==> src/rtl/block_state_memory_if.sv <==
// block_state_memory_if
//   Bundles the render read port, the kill request/acknowledge handshake and
//   the level status outputs of block_state_memory.
//   master : game side (renderer, collision logic, game FSM)
//   slave  : block_state_memory
// Signals:
//   BLOCK_ADDR  (m->s) render read address
//   BLOCK_ALIVE (s->m) registered alive bit for last sampled BLOCK_ADDR
//   LEVEL_LOAD  (m->s) single-cycle pulse, refill all blocks alive
//   KILL_REQ    (m->s) kill request, held until KILL_ACK
//   KILL_ADDR   (m->s) block to kill, stable while KILL_REQ is high
//   KILL_ACK    (s->m) single-cycle completion pulse
//   KILL_HIT    (s->m) valid with KILL_ACK, 1 = live block was killed
//   ALIVE_COUNT (s->m) number of alive blocks
//   READY       (s->m) low while the memory is being refilled
//   ALL_CLEARED (s->m) READY and no block alive
//   STATE_DBG   (s->m) current FSM state (0 INIT, 1 IDLE, 2 CHECK)
// Handshake: the requester raises KILL_REQ with a stable KILL_ADDR and holds
// both until it sees KILL_ACK=1 for one cycle; it may then drop KILL_REQ.
// A request held through the ACK cycle is not accepted a second time.
interface block_state_memory_if #(
  parameter int ADDR_W = 7
);
  logic [ADDR_W-1:0] BLOCK_ADDR;
  logic              BLOCK_ALIVE;
  logic              LEVEL_LOAD;
  logic              KILL_REQ;
  logic [ADDR_W-1:0] KILL_ADDR;
  logic              KILL_ACK;
  logic              KILL_HIT;
  logic [ADDR_W-1:0] ALIVE_COUNT;
  logic              READY;
  logic              ALL_CLEARED;
  logic [1:0]        STATE_DBG;

  modport master (
    output BLOCK_ADDR, LEVEL_LOAD, KILL_REQ, KILL_ADDR,
    input  BLOCK_ALIVE, KILL_ACK, KILL_HIT, ALIVE_COUNT, READY, ALL_CLEARED,
           STATE_DBG
  );

  modport slave (
    input  BLOCK_ADDR, LEVEL_LOAD, KILL_REQ, KILL_ADDR,
    output BLOCK_ALIVE, KILL_ACK, KILL_HIT, ALIVE_COUNT, READY, ALL_CLEARED,
           STATE_DBG
  );
endinterface

==> src/rtl/block_state_memory.sv <==
// block_state_memory
//   Owns the alive/dead bit of every breakout block. Refills all blocks alive
//   on reset or level load, serves the renderer's one-cycle-latency read port,
//   and executes kill requests from the collision logic, reporting whether a
//   live block was hit and keeping a running alive count.
// Ports:
//   CLK     rising-edge clock
//   RESET_N synchronous active-low reset
//   bus     block_state_memory_if.slave (render port, kill handshake, status)
module block_state_memory #(
  parameter int ROWS   = 7,
  parameter int COLS   = 10,
  parameter int ADDR_W = 7
) (
  input  logic                 CLK,
  input  logic                 RESET_N,
  block_state_memory_if.slave  bus
);
  localparam int N_BLOCKS = ROWS * COLS;
  localparam logic [ADDR_W-1:0] N_A   = ADDR_W'(N_BLOCKS);
  localparam logic [ADDR_W-1:0] LAST  = ADDR_W'(N_BLOCKS - 1);
  localparam logic [ADDR_W-1:0] ONE   = ADDR_W'(1);

  typedef enum logic [1:0] {ST_INIT = 2'd0, ST_IDLE = 2'd1, ST_CHECK = 2'd2} state_t;

  logic              mem [0:N_BLOCKS-1];

  state_t            r_state;
  logic [ADDR_W-1:0] r_ptr;
  logic [ADDR_W-1:0] r_count;
  logic [ADDR_W-1:0] r_addr;
  logic              r_pend;
  logic              r_phase;     // CHECK: 0 = reading mem, 1 = deciding
  logic              r_rd_alive;  // registered mem[r_addr] (0 if out of range)
  logic              r_ack;
  logic              r_hit;
  logic              r_alive;
  logic              r_ready;

  state_t            w_next_state;
  logic [ADDR_W-1:0] w_ptr_nxt;
  logic [ADDR_W-1:0] w_count_nxt;
  logic [ADDR_W-1:0] w_addr_nxt;
  logic              w_pend_nxt;
  logic              w_phase_nxt;
  logic              w_ack_nxt;
  logic              w_hit_nxt;
  logic              w_we;
  logic [ADDR_W-1:0] w_waddr;
  logic              w_wdata;

  always_comb begin
    w_next_state = r_state;
    w_ptr_nxt    = r_ptr;
    w_count_nxt  = r_count;
    w_addr_nxt   = r_addr;
    w_pend_nxt   = r_pend;
    w_phase_nxt  = r_phase;
    w_ack_nxt    = 1'b0;
    w_hit_nxt    = r_hit;
    w_we         = 1'b0;
    w_waddr      = r_ptr;
    w_wdata      = 1'b0;
    case (r_state)
      ST_INIT: begin
        if (bus.LEVEL_LOAD) begin
          // Restart the refill from the first block.
          w_ptr_nxt   = '0;
          w_count_nxt = '0;
        end else begin
          w_we        = 1'b1;
          w_waddr     = r_ptr;
          w_wdata     = 1'b1;
          w_count_nxt = r_count + ONE;
          w_ptr_nxt   = r_ptr + ONE;
          if (r_ptr == LAST) w_next_state = ST_IDLE;
        end
      end
      ST_IDLE: begin
        if (bus.LEVEL_LOAD || r_pend) begin
          w_next_state = ST_INIT;
          w_ptr_nxt    = '0;
          w_count_nxt  = '0;
          w_pend_nxt   = 1'b0;
        end else if (bus.KILL_REQ && !r_ack) begin
          // r_ack guard: a REQ still high in the ACK cycle is the old one.
          w_addr_nxt   = bus.KILL_ADDR;
          w_phase_nxt  = 1'b0;
          w_next_state = ST_CHECK;
        end
      end
      ST_CHECK: begin
        if (bus.LEVEL_LOAD) w_pend_nxt = 1'b1;
        if (!r_phase) begin
          w_phase_nxt = 1'b1;
        end else begin
          w_ack_nxt = 1'b1;
          if (r_rd_alive) begin
            w_we        = 1'b1;
            w_waddr     = r_addr;
            w_wdata     = 1'b0;
            w_count_nxt = r_count - ONE;
            w_hit_nxt   = 1'b1;
          end else begin
            w_hit_nxt   = 1'b0;
          end
          if (r_pend || bus.LEVEL_LOAD) begin
            w_next_state = ST_INIT;
            w_ptr_nxt    = '0;
            w_count_nxt  = '0;
            w_pend_nxt   = 1'b0;
          end else begin
            w_next_state = ST_IDLE;
          end
        end
      end
      default: begin
        w_next_state = ST_INIT;
        w_ptr_nxt    = '0;
        w_count_nxt  = '0;
      end
    endcase
  end

  always_ff @(posedge CLK) begin
    if (!RESET_N) begin
      r_state    <= ST_INIT;
      r_ptr      <= '0;
      r_count    <= '0;
      r_addr     <= '0;
      r_pend     <= 1'b0;
      r_phase    <= 1'b0;
      r_rd_alive <= 1'b0;
      r_ack      <= 1'b0;
      r_hit      <= 1'b0;
      r_alive    <= 1'b0;
      r_ready    <= 1'b0;
    end else begin
      r_state    <= w_next_state;
      r_ptr      <= w_ptr_nxt;
      r_count    <= w_count_nxt;
      r_addr     <= w_addr_nxt;
      r_pend     <= w_pend_nxt;
      r_phase    <= w_phase_nxt;
      r_ack      <= w_ack_nxt;
      r_hit      <= w_hit_nxt;
      r_ready    <= (w_next_state != ST_INIT);
      if (r_state == ST_CHECK && !r_phase)
        r_rd_alive <= (r_addr < N_A) ? mem[r_addr] : 1'b0;
      // Reads the pre-write value when a kill writes the same address this edge.
      r_alive    <= (bus.BLOCK_ADDR < N_A && r_state != ST_INIT) ?
                    mem[bus.BLOCK_ADDR] : 1'b0;
    end
  end

  // Contents are deliberately not reset; INIT overwrites every entry.
  always_ff @(posedge CLK) begin
    if (RESET_N && w_we) mem[w_waddr] <= w_wdata;
  end

  assign bus.BLOCK_ALIVE = r_alive;
  assign bus.KILL_ACK    = r_ack;
  assign bus.KILL_HIT    = r_hit;
  assign bus.ALIVE_COUNT = r_count;
  assign bus.READY       = r_ready;
  assign bus.ALL_CLEARED = r_ready && (r_count == '0);
  assign bus.STATE_DBG   = r_state;
endmodule

==> src/flat_wrapper.sv <==
// flat-port wrapper written by rule: the top's interface ports become plain ports
module block_state_memory_flat 
#(
  parameter int ROWS   = 7,
  parameter int COLS   = 10,
  parameter int ADDR_W = 7
)
  (CLK, RESET_N, bus_BLOCK_ADDR, bus_LEVEL_LOAD, bus_KILL_REQ, bus_KILL_ADDR, bus_BLOCK_ALIVE, bus_KILL_ACK, bus_KILL_HIT, bus_ALIVE_COUNT, bus_READY, bus_ALL_CLEARED, bus_STATE_DBG);
  block_state_memory_if #(.ADDR_W(ADDR_W)) bus_i ();
  input  logic CLK;
  input  logic RESET_N;
  input wire logic [$bits(bus_i.BLOCK_ADDR)-1:0] bus_BLOCK_ADDR;
  input wire logic [$bits(bus_i.LEVEL_LOAD)-1:0] bus_LEVEL_LOAD;
  input wire logic [$bits(bus_i.KILL_REQ)-1:0] bus_KILL_REQ;
  input wire logic [$bits(bus_i.KILL_ADDR)-1:0] bus_KILL_ADDR;
  output wire logic [$bits(bus_i.BLOCK_ALIVE)-1:0] bus_BLOCK_ALIVE;
  output wire logic [$bits(bus_i.KILL_ACK)-1:0] bus_KILL_ACK;
  output wire logic [$bits(bus_i.KILL_HIT)-1:0] bus_KILL_HIT;
  output wire logic [$bits(bus_i.ALIVE_COUNT)-1:0] bus_ALIVE_COUNT;
  output wire logic [$bits(bus_i.READY)-1:0] bus_READY;
  output wire logic [$bits(bus_i.ALL_CLEARED)-1:0] bus_ALL_CLEARED;
  output wire logic [$bits(bus_i.STATE_DBG)-1:0] bus_STATE_DBG;
  assign bus_i.BLOCK_ADDR = bus_BLOCK_ADDR;
  assign bus_i.LEVEL_LOAD = bus_LEVEL_LOAD;
  assign bus_i.KILL_REQ = bus_KILL_REQ;
  assign bus_i.KILL_ADDR = bus_KILL_ADDR;
  assign bus_BLOCK_ALIVE = bus_i.BLOCK_ALIVE;
  assign bus_KILL_ACK = bus_i.KILL_ACK;
  assign bus_KILL_HIT = bus_i.KILL_HIT;
  assign bus_ALIVE_COUNT = bus_i.ALIVE_COUNT;
  assign bus_READY = bus_i.READY;
  assign bus_ALL_CLEARED = bus_i.ALL_CLEARED;
  assign bus_STATE_DBG = bus_i.STATE_DBG;
  block_state_memory #(.ROWS(ROWS), .COLS(COLS), .ADDR_W(ADDR_W)) u_core (.CLK(CLK), .RESET_N(RESET_N), .bus(bus_i));
endmodule
==> config.mk <==
export PLATFORM = sky130hd
export DESIGN_NAME = block_state_memory_flat
export DESIGN_NICKNAME = d
export VERILOG_FILES = /design/src/rtl/block_state_memory_if.sv /design/src/rtl/block_state_memory.sv /design/src/flat_wrapper.sv
export SDC_FILE = /design/constraint.sdc
export NUM_CORES = 1
export LEC_CHECK = 0
export CAP_MARGIN = 20
export CORE_ASPECT_RATIO = 0.9
export CORE_MARGIN = 5
export CORE_UTILIZATION = 45
export CTS_CLUSTER_SIZE = 28
export DETAILED_ROUTE_END_ITERATION = 7
export HOLD_SLACK_MARGIN = 0.03
export MAX_ROUTING_LAYER = met4
export SETUP_SLACK_MARGIN = 0.5
export SLEW_MARGIN = 5
export SYNTH_ARGS = -nofsm -noshare
export SYNTH_HDL_FRONTEND = slang
export SYNTH_SLANG_ARGS = --single-unit
==> constraint.sdc <==
create_clock -name CLK -period 3.7 [get_ports CLK]
set_input_delay 0.74 -clock CLK [delete_from_list [all_inputs] [get_ports CLK]]
set_output_delay 0.74 -clock CLK [all_outputs]
set_load 0.05 [all_outputs]
==> results of run 1 <==
registers in the layout, indices dropped and copies added, names as in the netlist, named ones only:
name                    count
u_core.bus.READY            1
u_core.bus.KILL_ACK         1
u_core.r_ptr                7
u_core.r_addr               7
u_core.r_pend               1
u_core.bus.ALIVE_COUNT      7
u_core.bus.STATE_DBG        2
u_core.bus.BLOCK_ALIVE      1
u_core.r_phase              1
u_core.mem                 70
u_core.r_rd_alive           1
u_core.bus.KILL_HIT         1
cells in the final DEF (no fill, tap or decap), types with 3 or more instances in the layout:
master,n
and3_1,7
a21boi_0,5
o221ai_1,3
xor2_1,6
a221o_1,4
or2_2,3
a32oi_1,3
mux4_1,8
ha_1,9
nand3b_1,10
edfxtp_1,70
nand3_1,12
clkbuf_16,9
nor2_1,83
o41ai_1,3
a31oi_1,5
dfxtp_1,37
nor3_1,5
a21oi_1,7
mux2i_1,28
mux4_2,26
clkdlybuf4s50_1,31
nand2b_1,8
o31ai_1,3
buf_4,9
or3_1,9
o21ai_0,8
nand2_1,38
nor3b_1,4
inv_1,5
nor2b_1,20
nand4_1,5
cell usage after synthesis (all sizes together), types with 6 or more instances:
cell    instances  area, um2
nand2          38        143
edfxtp         70       2100
nand3          12       60.1
xor2            6       52.6
a21oi           7       35.0
nand3b         10       75.1
or3             9       56.3
o21ai          10       50.1
ha              9        113
buf            10       58.8
mux4           34        796
nor2           83        312
nor2b          20        125
mux2i          28        280
clkbuf         18       67.6
and3            7       43.8
dfxtp          37        741
nand2b          8       50.1
worst paths after layout:
kind	depth (start not counted)	from	end
worst min-delay path	2	u_core.bus.KILL_HIT$_SDFFE_PN0P_	u_core.bus.KILL_HIT$_SDFFE_PN0P_
worst max register to register	7	u_core.bus.STATE_DBG[0]$_SDFF_PN0_	u_core.mem[19]$_DFFE_PP_
worst min register to register	2	u_core.bus.KILL_HIT$_SDFFE_PN0P_	u_core.bus.KILL_HIT$_SDFFE_PN0P_
worst max-delay path	3	u_core.bus.ALIVE_COUNT[2]$_SDFFE_PN0P_	bus_ALL_CLEARED
power by group:
part | leakage, nW | switching, mW | internal, mW
Clock | 0.136 | 0.427 | 0.496
Sequential | 0.928 | 0.00731 | 1.27
Combinational | 1.08 | 0.0746 | 0.0640
area by class of cell:
type                       instances  area [um2]
clock buffer                      13         260
clock inverter                     3        21.3
fill                            1106        6120
inverter                           6        23.8
multi-input combinational        350        2740
sequential                       107        2840
tap                              164         205
timing repair buffer              40         378
routing by layer:
layer / vias to the layer above / share of wire [%]
met3: 11 / 6.1
met1: 1960 / 45
li1: 1890 / -
met4: 0 / 1.2
met2: 123 / 48
met5: - / 0
through the flow:
step / util, % / instance area, um2 / hold WS, ps
2_1_floorplan: - / 5720 / 468
6_report: 51.4 / 6470 / 520
3_3_place_gp: 49.1 / 6180 / 502
5_1_grt: 51.4 / 6470 / 581
3_5_place_dp: 49.1 / 6180 / 503
4_1_cts: 51.3 / 6460 / 524
critical path: cells and delay by family (launching register included):
family,cells,cell delay (ps)
AND/OR/NAND/NOR,2,680
flip-flops,1,430
buffers and inverters,1,800
cell families (layout without fill, tap and decap cells):
| family | Yosys count | count (layout) | share of synthesized area [%] |
|---|---|---|---|
| simple gates | 210 | 210 | 17.8 |
| flops | 107 | 107 | 49.7 |
| mux | 64 | 64 | 19.2 |
| compound gates | 59 | 59 | 7.52 |
| buf+inv | 34 | 62 | 2.60 |
| fa+ha+maj | 9 | 9 | 1.97 |
| xor+xnor | 8 | 8 | 1.22 |
==> out/qor.csv, run 1 <==
metric,value,unit
max-cap violations,0,
CP peak stage delay,800,ps
layer with the highest usage,met2,
gr usage total,19.3,%
# DRC,0,
Ports,32,
"EDFF count, synth",70,
Core ar.,0.0126,mm2
Netlist Area Pre-Place,0.00572,mm2
Inserted Diodes,0,
CTS tree,done,
Nets,541,
Syn-to-layout area delta,13.0,%
status,completed,
grt ovf,0,
CP required,2960,ps
Sink Count,107,
Yosys warning total,0,
Fin Clk Skew,4.61,ps
DP Wirelength,9610,um
clk buf depth,2,
Place WS,572,ps
flop-to-flop setup slack,880,ps
"Top FF cell, synth",edfxtp_1,
Slew @ Worst Pin,853,ps
first-pass GRT wire length,21600,um
pwr/cell area,362,mW/mm2
CP cell instances,nor4_2 -> and4b_1 -> clkdlybuf4s50_1,
maximum VDD drop,0.205,mV
Die Y,117,um
fin. max-slew vios,0,
die area,0.0151,mm2
met3 Use GR,3.81,%
unrepaired setup endpoints after global routing,false,
period utilisation layout,81.2,%
row cnt,39,
Slew HR,43.1,%
fraction of layout cells with a size suffix above 1,11.2,%
H-tree levels,3,
met2 GRT Util,31.3,%
routed wire length,13400,um
initial antenna violation count,0,
"Async S/R FF share, synth",0,%
vias post-DR,3984,
cell count after synthesis,491,
crit-path max FO,13,
port bufs,31,
vias in the first global route,3948,
Power Total,2.34,mW
critical path type,reg -> out,
crit start category,flip-flop,
WP data arrival,2270,ps
"flops & latches, synth",107,
Initial DRC Count,500,
CP max-delay cell,clkdlybuf4s50_1,
DRT Pass-1 Iters,6,
Synth Net Count,518,
M1 GR Usage,25.1,%
Finished Layout Cells,683,
"Setup violations, final",0,
"Seq/Total Area, Yosys",49.7,%
GP Congestion,0.821,
Via density,5.83,
Lkg Pwr,2.14,nW
CTS root buf,clkbuf_16,
fmax,0.333,GHz
post-cts gate resize count,0,
setup_tns,0,ps
"Clk pin slew, worst setup/hold paths",70,ps
CTS Hold Bufs,0,
Num CTS Buffers,9,
Hold Crit Class,reg -> reg,
clk_lat worst skew,350,ps
Netlist cell types,54,
post-DR wirelength/cell,19.6,um
Crit. End Element,primary output,
Detail Route Antenna Nets,0,
Final Hold Fails,0,
shortest period the worst path allows,3010,ps
postcts setup bufs,0,
largest net degree at the start of global routing,71,
post-layout worst setup margin,694,ps
Initial Util,45.5,%
Avg Synthesized Cell Area,11.7,um2
DP Cell Count,667,
Die W,129,um
(Power assumes the default switching activity.)
==> run 2: changes to the inputs <==
clock period = 2.8 ns   (was 3.7 ns; I/O delays follow)
==> run 2 against run 1 <==
- via count grew 1.9%
- flip-flop and latch count stayed put
- first-iteration DRC count fell by 30%
- critical endpoint unchanged
- sequential power grew 32%
- hold slack worse by 6.4 ps
- clock power grew 34%
- register-to-register slack worse by 250 ps
- highest routed layer unchanged
==> out/qor.csv, run 2 (synthesis results as in run 1) <==
metric,value,unit,change
status,completed,,
DP Wirelength,9960,um,+3.6%
"Clk pin slew, worst setup/hold paths",70,ps,about the same
WP data arrival,1700,ps,-570 ps
"most common cell after layout, fill and taps aside",nor2_1,,
fraction of layout cells with a size suffix above 1,17.2,%,+6.0 points
CP max-delay cell,dfxtp_1,,
CTS tree,done,,
critical path type,reg -> out,,
routed wire length,13800,um,+3.2%
CP peak stage delay,440,ps,-360 ps
Place WS,-107,ps,-680 ps
CTS root buf,clkbuf_16,,
largest register by flop count,u_core.mem,,
first-pass GRT wire length,22200,um,+2.6%
clk_lat worst skew,360,ps,about the same
Core ar.,0.0126,mm2,unchanged
vias post-DR,4058,,+1.9%
CP cell instances,nor4_2 -> and4b_1 -> buf_4,,
grt ovf,0,,unchanged
"Setup violations, final",0,,unchanged
crit start category,flip-flop,,
Via density,5.86,,+0.39%
Slew @ Worst Pin,656,ps,-197 ps
CP required,2240,ps,-720 ps
Slew HR,56.2,%,+13 points
Nets,551,,+1.8%
Inserted Diodes,0,,unchanged
crit-path max FO,13,,unchanged
fin. max-slew vios,0,,unchanged
Num CTS Buffers,9,,unchanged
Layout fillers,1106,,unchanged
Hold Crit Class,reg -> reg,,
pwr/cell area,471,mW/mm2,+30%
Initial DRC Count,351,,-30%
post-layout worst setup margin,539,ps,-155 ps
Final Hold Fails,0,,unchanged
Fin Clk Skew,9.70,ps,+5.09 ps
Initial Util,45.5,%,unchanged
max reg flops,70,,unchanged
DRT Pass-1 Iters,5,,-1
Detail Route Antenna Nets,0,,unchanged
gr usage total,19.8,%,+0.52 points
Ports,32,,unchanged
final hold slack,514,ps,-6.38 ps
port bufs,31,,unchanged
postcts setup bufs,0,,unchanged
Syn-to-layout area delta,15.8,%,
largest net degree at the start of global routing,71,,unchanged
row cnt,39,,unchanged
H-tree levels,3,,unchanged
clk buf depth,2,,unchanged
Post-Layout Inst Area,0.00663,mm2,+2.5%
Lkg Pwr,2.25,nW,+5.4%
unrepaired setup endpoints after global routing,true,,
post-DR wirelength/cell,19.9,um,+1.7%
period utilisation layout,80.7,%,
max-cap violations,0,,unchanged
# DRC,0,,unchanged
dpl cell area,0.00627,mm2,+1.4%
Die W,129,um,unchanged
Sink Count,107,,unchanged
maximum VDD drop,0.313,mV,+52%
initial antenna violation count,0,,unchanged
fmax,0.442,GHz,
GP Congestion,0.847,,+3.2%
vias in the first global route,4019,,+1.8%
most frequent cells in the layout,"83 x nor2_1, 70 x edfxtp_1, 34 x nand2_1, 34 x dfxtp_1, 27 x mux2i_1",,
die area,0.0151,mm2,unchanged
Die Y,117,um,unchanged
Crit. End Element,primary output,,
shortest period the worst path allows,2260,ps,
setup_tns,0,ps,unchanged
[run 2: cell count changes in the layout (fill, tap and decap cells not counted), sizes merged]
| cell | previous run | this run |
|---|---|---|
| clkbuf | 13 | 9 |
| dlymetal6s2s | 0 | 2 |
| inv | 6 | 10 |
| buf | 9 | 20 |
| clkdlybuf4s50 | 31 | 24 |
| clkinvlp | 1 | 0 |
| clkdlybuf4s15 | 0 | 1 |
| clkinv | 2 | 3 |
| dlygate4sd2 | 0 | 3 |
[run 2: worst max-delay path, delay by kind of cell, from the launching register on]
kind | cells | cell delay, ps
and+or+nand+nor | 2 | 700
DFF | 1 | 440
buffers and inverters | 1 | 200
[run 2: final timing paths]
check,startpoint,end,slack (ps),cells after the start
max reg2reg,u_core.bus.STATE_DBG[0]$_SDFF_PN0_,u_core.mem[40]$_DFFE_PP_,630,7
max,u_core.bus.ALIVE_COUNT[2]$_SDFFE_PN0P_,bus_ALL_CLEARED,540,3
min,u_core.bus.ALIVE_COUNT[6]$_SDFFE_PN0P_,u_core.bus.ALIVE_COUNT[6]$_SDFFE_PN0P_,510,2
min reg2reg,u_core.bus.ALIVE_COUNT[6]$_SDFFE_PN0P_,u_core.bus.ALIVE_COUNT[6]$_SDFFE_PN0P_,510,2
[run 2: what timing repair did]
action,in CTS,in global routing
hold buffers,0,0
setup endpoints to repair,60,73
gates resized for setup,10,17
[run 2: cell type report]
cell class	instances	area, um2	area share (%)
Clock buffer	9	225	3.40
Clock inverter	7	65.1	0.982
Inverter	6	27.5	0.415
Multi-Input combinational cell	350	2800	42.3
Sequential cell	107	2850	43.0
Tap cell	164	205	3.10
Timing Repair Buffer	50	455	6.87
[run 2: per-layer routing]
layer / vias up / track usage [%] / share of wire [%]
met4: 0 / 4.34 / 1.1
met3: 16 / 4.67 / 5.2
met5: - / - / 0
met1: 2011 / 26.2 / 45
met2: 121 / 31.6 / 48
li1: 1910 / - / -
[run 2: metrics by stage]
stage / power, mW / cells / util, %
2_1_floorplan: 1.84 / 491 / -
3_3_place_gp: 1.91 / 677 / 49.8
3_5_place_dp: 1.92 / 677 / 49.8
4_1_cts: 3.15 / 693 / 52.2
5_1_grt: 3.23 / 693 / 52.7
6_report: 3.13 / 693 / 52.7
[run 2: report_power, final]
group          internal [mW]  leakage [nW]  switching [mW]  total (mW)
sequential              1.68         0.930         0.00997        1.69
combinational         0.0879          1.18           0.103       0.191
clock                  0.626         0.146           0.618        1.24
==> run 3: changes to the inputs <==
clock period = 2.3 ns   (was 2.8 ns; I/O delays follow)
==> run 3 against run 2 <==
- die area unchanged
- count of clock-buffer cells in the layout up 1
- non-clock buffer count grew 48
- flip-flop and latch count is the same
- sequential share of layout area shrank 7.2 points
- via count grew 7.0%
- register-to-register slack worse by 300 ps
- first-iteration DRC count down 4.6%
- worst setup slack lost 210 ps
- critical path type is now reg -> reg
==> out/qor.csv, run 3 (synthesis results as in run 1) <==
metric,value,unit,change
status,completed,,
Detail Route Antenna Nets,0,,unchanged
routed wire length,15200,um,+9.9%
R2R cell count,9,,+2
critical path startpoint,u_core.bus.STATE_DBG[0]$_SDFF_PN0_,,
H-tree levels,3,,unchanged
CTS tree,done,,
Hold Crit Class,reg -> reg,,
Fin Clk Skew,9.53,ps,-0.169 ps
Inserted Diodes,0,,unchanged
WP data arrival,2050,ps,+350 ps
Ports,32,,unchanged
fraction of layout cells with a size suffix above 1,47.3,%,+30 points
hold path start,u_core.bus.KILL_HIT$_SDFFE_PN0P_,,
shortest period the worst path allows,1970,ps,
DRT Pass-1 Iters,5,,unchanged
post-layout worst setup margin,329,ps,-210 ps
Syn-to-layout area delta,40.2,%,
Final Hold Fails,0,,unchanged
max-cap violations,0,,unchanged
die area,0.0151,mm2,unchanged
Core ar.,0.0126,mm2,unchanged
Slew HR,66.5,%,+10 points
fin. max-slew vios,0,,unchanged
Initial Util,45.5,%,unchanged
worst hold path depth,2,,unchanged
final hold slack,522,ps,+8.03 ps
Lkg Pwr,2.64,nW,+17%
"most common cell after layout, fill and taps aside",edfxtp_1,,
unrepaired setup endpoints after global routing,true,,
DP Wirelength,10200,um,+2.0%
clk_lat worst skew,360,ps,about the same
Via density,5.86,,about the same
CTS root buf,clkbuf_16,,
row cnt,39,,unchanged
clk buf depth,2,,unchanged
GP Congestion,0.838,,-1.2%
Nets,599,,+8.7%
flop-to-flop setup slack,330,ps,-300 ps
largest register by flop count,u_core.mem,,
CP required,2380,ps,+140 ps
largest net degree at the start of global routing,56,,-21%
period utilisation layout,85.7,%,
# DRC,0,,unchanged
crit-path max FO,8,,-5
port bufs,31,,unchanged
first-pass GRT wire length,23900,um,+7.8%
grt ovf,0,,unchanged
max reg flops,70,,unchanged
vias in the first global route,4364,,+8.6%
most frequent cells in the layout,"70 x edfxtp_1, 48 x nor2_4, 48 x buf_4, 31 x mux4_2, 27 x dfxtp_1",,
Reg2Reg Capture Point,u_core.mem[4]$_DFFE_PP_,,
reg2reg start,u_core.bus.STATE_DBG[0]$_SDFF_PN0_,,
Slew @ Worst Pin,504,ps,-152 ps
Multi-input gate area,0.00364,mm2,+30%
Place WS,-348,ps,-241 ps
Crit. End Element,flip-flop,,
Sink Count,107,,unchanged
Layout fillers,939,,-15%
"Setup violations, final",0,,unchanged
vias post-DR,4343,,+7.0%
Die Y,117,um,unchanged
FF/Latch Area,0.00287,mm2,+0.75%
"Clk pin slew, worst setup/hold paths",70,ps,about the same
CTS Hold Bufs,0,,unchanged
Num CTS Buffers,9,,unchanged
pwr/cell area,488,mW/mm2,+3.5%
critical path type,reg -> reg,,
fmax,0.507,GHz,
Die W,129,um,unchanged
Layout Utilization,63.7,%,+11 points
post-DR wirelength/cell,20.5,um,+2.8%
maximum VDD drop,0.314,mV,+0.36%
Initial DRC Count,335,,-4.6%
gr usage total,21.5,%,+1.6 points
crit start category,flip-flop,,
Worst Setup EP,u_core.mem[4]$_DFFE_PP_,,
initial antenna violation count,0,,unchanged
==> run 3: final cells by class <==
class                   count  area share [%]
clock buffers              10            2.98
clock inverters             6           0.702
inverters                   6           0.639
multi-input cells         350            45.4
flip-flops and latches    107            35.8
well taps                 164            2.56
repair buffers             98            12.0
==> run 3: repair_timing <==
| item | in CTS | in global routing |
|---|---|---|
| gates resized for setup | 198 | 70 |
| buffers inserted | 27 | 12 |
| gates cloned | 0 | 1 |
| pin swaps | 63 | 27 |
| endpoints found under the setup margin | 145 | 93 |
==> run 3: through the flow <==
| step | TNS (ps) | instances | cell area, um2 | power [mW] |
|---|---|---|---|---|
| after global placement | -1840 | 685 | 6500 | 2.35 |
| after global routing | 0 | 741 | 8020 | 4.07 |
| after detailed placement | -2010 | 685 | 6500 | 2.36 |
| final | 0 | 741 | 8020 | 3.92 |
| after floorplan | 0 | 491 | 5910 | 2.25 |
| after CTS | 0 | 728 | 7650 | 3.91 |
==> run 3: worst min path at each step <==
stage                                             endpoint  slack, ps
detailed placement        u_core.bus.KILL_HIT$_SDFFE_PN0P_        510
CTS                       u_core.bus.KILL_HIT$_SDFFE_PN0P_        530
global route        u_core.bus.ALIVE_COUNT[6]$_SDFFE_PN0P_        560
floorplan                   u_core.r_rd_alive$_SDFFE_PN0P_        470
finish                    u_core.bus.KILL_HIT$_SDFFE_PN0P_        520
global placement    u_core.bus.ALIVE_COUNT[6]$_SDFFE_PN0P_        500
==> run 3: critical path: stages (launching register included) <==
cell	delay, ps
dfxtp_4	350
inv_4	60
ha_4	150
nand3_4	140
buf_6	180
or3_4	340
o31ai_4	120
nand2_4	90
buf_12	170
nor2_4	80
==> run 3: where the power goes <==
part	switching [mW]	internal [mW]	total (mW)
Combinational	0.162	0.164	0.326
Sequential	0.0123	2.04	2.05
Clock	0.747	0.788	1.53
==> run 3: layer usage <==
metal,GRT usage [%],wire length (um),vias to the layer above
li1,-,-,2011
met1,26.8,6460,2182
met2,35.2,7720,122
met3,4.85,663,28
met4,6.72,327,0
met5,-,0,-
